[src/rtl/conv_enc_if.sv]
// conv_enc_if: bit-in / symbol-out handshake bundle for the convolutional encoder
interface conv_enc_if;
  logic       in_bit;
  logic       in_valid;
  logic       in_ready;
  logic [1:0] enc_pair;
  logic       out_valid;
  logic       out_ready;
  modport master (output in_bit, in_valid, out_ready, input in_ready, enc_pair, out_valid);
  modport slave  (input in_bit, in_valid, out_ready, output in_ready, enc_pair, out_valid);
endinterface

[src/rtl/conv_encoder.sv]
// conv_encoder: rate-1/2 convolutional encoder with zero-tail termination.
// Optional CONV_ENC_FRAME_CNT_EN adds an 8-bit wrapping frame_cnt output.
module conv_encoder #(
  parameter int           K         = 3,
  parameter logic [K-1:0] G0        = 3'b111,
  parameter logic [K-1:0] G1        = 3'b101,
  parameter int           FRAME_LEN = 16
) (
  input  logic            clk,
  input  logic            rst,
  input  logic            start,
  conv_enc_if.slave       bus,
  output logic            busy,
  output logic            frame_done
`ifdef CONV_ENC_FRAME_CNT_EN
  , output logic [7:0]    frame_cnt
`endif
);
  typedef enum logic [1:0] {IDLE, ENCODE, FLUSH, DRAIN} state_t;
  state_t      state, state_n;
  logic [15:0] cnt, cnt_n;
  logic [K-2:0] sr, sr_n;
  logic [K-1:0] w, sh;
  logic [1:0]  sym, enc_pair;
  logic        b, load, slot_free, out_valid, in_ready;
  assign slot_free = !out_valid || bus.out_ready;
  assign sh = {sr, b};
  assign sym = {^(w & G0), ^(w & G1)};
  assign busy = state != IDLE;
  assign bus.enc_pair = enc_pair;
  assign bus.out_valid = out_valid;
  assign bus.in_ready = in_ready;
  // codeword orders past bits newest-first below the current bit
  always_comb begin
    w[K-1] = b;
    for (int i = 0; i < K-1; i++) w[K-2-i] = sr[i];
  end
  always_comb begin
    state_n = state;
    cnt_n = cnt;
    sr_n = sr;
    load = 1'b0;
    b = 1'b0;
    in_ready = 1'b0;
    frame_done = 1'b0;
    unique case (state)
      IDLE: if (start) begin
        state_n = ENCODE;
        cnt_n = '0;
        sr_n = '0;
      end
      ENCODE: begin
        in_ready = slot_free;
        b = bus.in_bit;
        load = bus.in_valid && slot_free;
        if (load) begin
          cnt_n = cnt + 16'd1;
          if (cnt_n == 16'(FRAME_LEN)) begin
            state_n = FLUSH;
            cnt_n = '0;
          end
        end
      end
      FLUSH: begin
        load = slot_free;
        if (load) begin
          cnt_n = cnt + 16'd1;
          state_n = cnt_n == 16'(K-1) ? DRAIN : FLUSH;
        end
      end
      DRAIN: begin
        frame_done = out_valid && bus.out_ready;
        state_n = frame_done ? IDLE : DRAIN;
      end
      default: state_n = IDLE;
    endcase
    if (load) sr_n = sh[K-2:0];
  end
  always_ff @(posedge clk) begin
    if (rst) begin
      state <= IDLE;
      cnt <= '0;
      sr <= '0;
      out_valid <= 1'b0;
      enc_pair <= 2'b00;
    end else begin
      state <= state_n;
      cnt <= cnt_n;
      sr <= sr_n;
      if (load) begin
        out_valid <= 1'b1;
        enc_pair <= sym;
      end else if (bus.out_ready) out_valid <= 1'b0;
    end
  end
`ifdef CONV_ENC_FRAME_CNT_EN
  always_ff @(posedge clk) begin
    if (rst) frame_cnt <= '0;
    else if (frame_done) frame_cnt <= frame_cnt + 8'd1;
  end
`endif
endmodule

[src/flat_wrapper.sv]
// flat-port wrapper written by rule: the top's interface ports become plain ports
module conv_encoder_flat 
#(
  parameter int           K         = 3,
  parameter logic [K-1:0] G0        = 3'b111,
  parameter logic [K-1:0] G1        = 3'b101,
  parameter int           FRAME_LEN = 16
)
  (clk, rst, start, busy, frame_done, bus_in_bit, bus_in_valid, bus_out_ready, bus_in_ready, bus_enc_pair, bus_out_valid);
  conv_enc_if bus_i ();
  input  logic clk;
  input  logic rst;
  input  logic start;
  output logic busy;
  output logic frame_done;
  input wire logic [$bits(bus_i.in_bit)-1:0] bus_in_bit;
  input wire logic [$bits(bus_i.in_valid)-1:0] bus_in_valid;
  input wire logic [$bits(bus_i.out_ready)-1:0] bus_out_ready;
  output wire logic [$bits(bus_i.in_ready)-1:0] bus_in_ready;
  output wire logic [$bits(bus_i.enc_pair)-1:0] bus_enc_pair;
  output wire logic [$bits(bus_i.out_valid)-1:0] bus_out_valid;
  assign bus_i.in_bit = bus_in_bit;
  assign bus_i.in_valid = bus_in_valid;
  assign bus_i.out_ready = bus_out_ready;
  assign bus_in_ready = bus_i.in_ready;
  assign bus_enc_pair = bus_i.enc_pair;
  assign bus_out_valid = bus_i.out_valid;
  conv_encoder #(.K(K), .G0(G0), .G1(G1), .FRAME_LEN(FRAME_LEN)) u_core (.clk(clk), .rst(rst), .start(start), .bus(bus_i), .busy(busy), .frame_done(frame_done));
endmodule
[config.mk]
export PLATFORM = sky130hd
export DESIGN_NAME = conv_encoder_flat
export DESIGN_NICKNAME = d
export VERILOG_FILES = /design/src/rtl/conv_enc_if.sv /design/src/rtl/conv_encoder.sv /design/src/flat_wrapper.sv
export SDC_FILE = /design/constraint.sdc
export NUM_CORES = 1
export LEC_CHECK = 0
export CORE_UTILIZATION = 55
export CTS_CLUSTER_DIAMETER = 150
export DETAILED_ROUTE_END_ITERATION = 12
export MAX_ROUTING_LAYER = met4
export PLACE_DENSITY = 0.84
export SLEW_MARGIN = 20
export SYNTH_ARGS = -nofsm -noshare
export SYNTH_HDL_FRONTEND = slang
export SYNTH_SLANG_ARGS = --single-unit
[constraint.sdc]
create_clock -name clk -period 6.3 [get_ports clk]
set_clock_uncertainty 0.15 [all_clocks]
set_input_delay 0.945 -clock clk [delete_from_list [all_inputs] [get_ports clk]]
set_output_delay 0.945 -clock clk [all_outputs]
set_load 0.02 [all_outputs]
; ---- Yosys cells after proc, flatten, opt, wreduce, memory -nomap -nowiden
; Index checks and enable logic that the tools add are counted.
[totals]
reg_bits = 23
inputBits = 6
output_inout_bits = 6
[op_classes]
n_addsub = 1
muxes = 21
eq_ne = 9
reduce_logical = 15
[op_table]
columns = op, n
row1 = 16-bit two-way mux, 4
row2 = 16-bit case mux with 3 select lines, 1
row3 = "16-bit by 1-bit adder with 16-bit output, second input constant", 1
row4 = "16-bit by 2-bit equality test with 1-bit output, second input constant", 1
row5 = "16-bit by 5-bit equality test with 1-bit output, second input constant", 1
row6 = 2-bit two-way mux, 8
row7 = 2-bit case mux with 4 select lines, 1
row8 = 4-bit AND reduction, 2
row9 = 2-bit nonzero test, 4
row10 = 1-bit two-way mux, 6
row11 = "2-bit by 1-bit inequality test with 1-bit output, second input constant", 3
row12 = 3-bit parity, 2
row13 = "2-bit equality test, second input constant", 2
row14 = 3-bit nonzero test, 1
row15 = "2-bit by 1-bit equality test with 1-bit output, second input constant", 1
row16 = 1-bit logical AND, 2
row17 = 2-bit zero test, 1
row18 = "2-bit inequality test, second input constant", 1
row19 = 1-bit case mux with 2 select lines, 1
row20 = 2-bit AND reduction, 1
row21 = 1-bit zero test, 1
row22 = 1-bit logical OR, 1

; ---- Depth between registers and ports, before layout
[depth]
ltp_word = 6
mapped_depth = 10
ltp_nobuf = 9

; ---- Least setup slack after synthesis
; OpenSTA, ideal clock, no wires.
[synth_timing]
kind = input-to-output
start = input bus_out_ready
end = output bus_in_ready
arrival_ps = 1358
required_time_ps = 5205
slack_ps = 3847
cell_stages = 2
path_cell_list = nand2b_1 > and2_1
[synth_between]
elab_chain_len = 2
[synth_rtl]
columns = element, line_no
row1 = from (decl), flat_wrapper.sv:18  ; input wire logic [$bits(bus_i.out_ready)-1:0] bus_out_ready;
row2 = 1-bit logical OR, conv_encoder.sv:26  ; assign slot_free = !out_valid || bus.out_ready;
row3 = 1-bit two-way mux, conv_encoder.sv:46  ; unique case (state)
row4 = to (decl), flat_wrapper.sv:19  ; output wire logic [$bits(bus_i.in_ready)-1:0] bus_in_ready;
; No other way between the ends.

; ---- Worst setup path in the final report
; Same ends and word-level chain as after synthesis.

==> qor.yml <==
placement:
  place_area_sq_um: 1630
  numPortBuffers: 11
  dpl.hpwl_mm: 2.42
  gp_congestion: 0.940
  post-place-ws_ns: 2.82
critical_path:
  cp_data_arrival_time_ns: 2.40
  critPathTopFamily: "buffers and inverters"
  critPathLaunchType: "input pin"
  reg2reg_depth: 7
  r2r_slack_ns: 3.32
  critPathMaxStageDelay_ns: 0.60
  path_buf_inv: 2
  slowest_stage: "clkdlybuf4s50_1"
  crit_type: "input pin to primary output"
  reg2reg_to: "u_core.cnt[3]$_SDFFE_PP0P_"
  crit_path_cell_trace: "clkdlybuf4s50_1 -> nand2b_1 -> and2_1 -> clkdlybuf4s50_1"
  crit_required_ns: 5.20
  endpoint_kind: "primary output"
  cp_max_fo: 5
  path_common_cell: "clkdlybuf4s50_1"
  r2r-start: "u_core.cnt[2]$_SDFFE_PP0P_"
drt:
  drtAntennaViolNets: 0
  wl_per_cell_um: 14.1
  viasPerCell: 6.14
  routed-via-count: 1418
  dr.pass1.iters: 4
  drt-initial-drc-count: 48
  drc_errors: 0
  wl_mm: 3.26
synth:
  yosysMostFrequentCell: "dfxtp_1"
  syn_inst: 196
  yosysWarningCount: 0
  synth.cell_area_sq_um: 1530
  synth_top_family_by_area: "simple AND/OR/NAND/NOR gates"
  synthXorXnorAreaFrac: 0.0343
  synthFlopType: "dfxtp_1"
  synth_nets: 208
  synth_cell_type_count: 48
  synth_compound_area_frac: 0.218
  synth_common_cells: "dfxtp_1 (23), nor2_1 (19), nand2_1 (16)"
  ys_top_cells_by_area: "dfxtp_1 (30%), ha_1 (4.9%), nand3_1 (4.9%)"
  ys_ff_latch: 23
  synth_top_area_share: 0.300
  syn_area_per_cell_sq_um: 7.83
  async_flop_share: 0
  synth-simple-area-share: 0.327
  seq_area_frac_synth: 0.300
  synthMuxAreaShare: 0.0139
  synth.largest_area_cell: "dfxtp_1"
  synth_edf_count: 0
  synth_adder_area_share: 0.0489
cts:
  cts_made_buffers: 3
  post-cts-setup-buffers: 0
  ctsHoldBuffers: 0
  clock_latency_ns: 0.31
  root_buffer: "clkbuf_4"
  h-tree-depth: 1
  clk_pin_slew_ns: 0.12
  cts_tree: "done"
  cts.repair.resized: 0
  numClockSinks: 23
  clock_path_buffers: 2
sta:
  fmax_mhz: 286
  timing.final.hold_violations: 0
  rsz0062_at_grt: "no"
  max_slew_margin: 0.561
  slew_viol_final: 0
  period_needed_ns: 3.50
  period_share: 0.555
  worstMarginPinSlew_ns: 0.655
  setup_tns_ns: 0
  finalSetupViolations: 0
  fin_ws_ns: 2.80
die:
  fp.dieArea_sq_um: 3000
  start_util: 0.603
  num_rows: 18
  io_pins: 12
  coreArea_sq_um: 2540
  die_w_um: 54.8
  die_h_um: 54.8
final_layout:
  fin_area_sq_um: 1650
  antennaDiodeCount: 0
  syn2layout_area_growth_pct: 7.75
  fin_nets: 214
  fillers: 218
  multiInputGateArea_sq_um: 985
  drive_above_1_share: 0.0498
  final_util: 0.649
  regArea_sq_um: 460
pwr:
  power_uw: 426
  vdd.ir_drop.worst_v: 0.000278
  power_density_nw_per_um2: 258
  p_leak_uw: 0.000642
global_route:
  grt_first_pass_wirelength_mm: 5.57
  grt_use_total: 0.265
  grt_pass1_vias: 1224
  grt_max_degree: 16
  grt_overflow: 0
  antenna_found_initial: 0
run_status:
  status: "finished clean"
min_path:
  min-delay-path-class: "register to register"
  hold_depth: 2
  min_from: "u_core.sr[1]$_SDFFE_PP0P_"
  holdPathEnd: "u_core.sr[1]$_SDFFE_PP0P_"
run:
  maxCapViolCount: 0
==> metrics by stage <==
stage,std cells,hold WS (ns)
after floorplan,196,0.310
after global placement,227,0.317
after detailed placement,227,0.337
after CTS,231,0.356
after global routing,231,0.363
final,231,0.357
==> report_power, final <==
part | switching (uW) | internal, uW | total, uW
clock | 44.9 | 24.7 | 69.6
combinational | 118 | 73.0 | 191
sequential | 10.4 | 155 | 165
==> tightest hold or removal path, cell delays in order (launching register included) <==
cell	delay (ns)
dfxtp_1	0.35
nand3_1	0.07
a21oi_1	0.06
==> per-layer routing <==
layer	vias up	global-route usage	share of wire
li1	730	-	-
met3	4	0.0333	0.039
met4	0	0.0812	0.012
met2	35	0.398	0.46
met5	-	-	0
met1	649	0.365	0.49
==> flip-flops by register name, summed over array words and instances (netlist names) <==
name	flops
u_core.sr	2
u_core.bus.enc_pair	2
u_core.cnt	16
u_core.state	2
u_core.bus.out_valid	1
==> cell usage in the layout, fill, tap and decap left out, types with 6 or more instances in the layout <==
master	count
o21ai_0	10
nand3_1	15
inv_1	9
dfxtp_1	23
nand2_1	16
nor2_1	19
clkdlybuf4s50_1	11
a21oi_1	9
or3_1	7
ha_1	6
==> kinds of logic (layout without fill, tap and decap cells) <==
family	after synthesis	after routing
xor gates and xnor gates	6	6
muxes	2	2
AOI/OAI and AO/OA	50	50
DFF	23	23
adders and majority gates	6	6
buffers and inverters	19	24
and+or+nand+nor	90	90
==> how the worst max path moves through the flow <==
stage / start / endpoint / slack, ns / cells past startpoint
2_1_floorplan: bus_out_ready / bus_in_ready / 3.85 / 2
3_3_place_gp: bus_out_ready / bus_in_ready / 2.86 / 4
3_5_place_dp: bus_out_ready / bus_in_ready / 2.82 / 4
4_1_cts: bus_out_ready / bus_in_ready / 2.81 / 4
5_1_grt: bus_out_ready / bus_in_ready / 2.75 / 4
6_report: bus_out_ready / bus_in_ready / 2.80 / 4
==> final cells by class <==
class	count	share of cell area
multi-input combinational	154	0.596
timing repair buffer	11	0.0666
sequential	23	0.279
tap	30	0.0227
clock buffer	4	0.0159
inverter	9	0.0204
No activity file was read; power rests on OpenSTA's default activity.
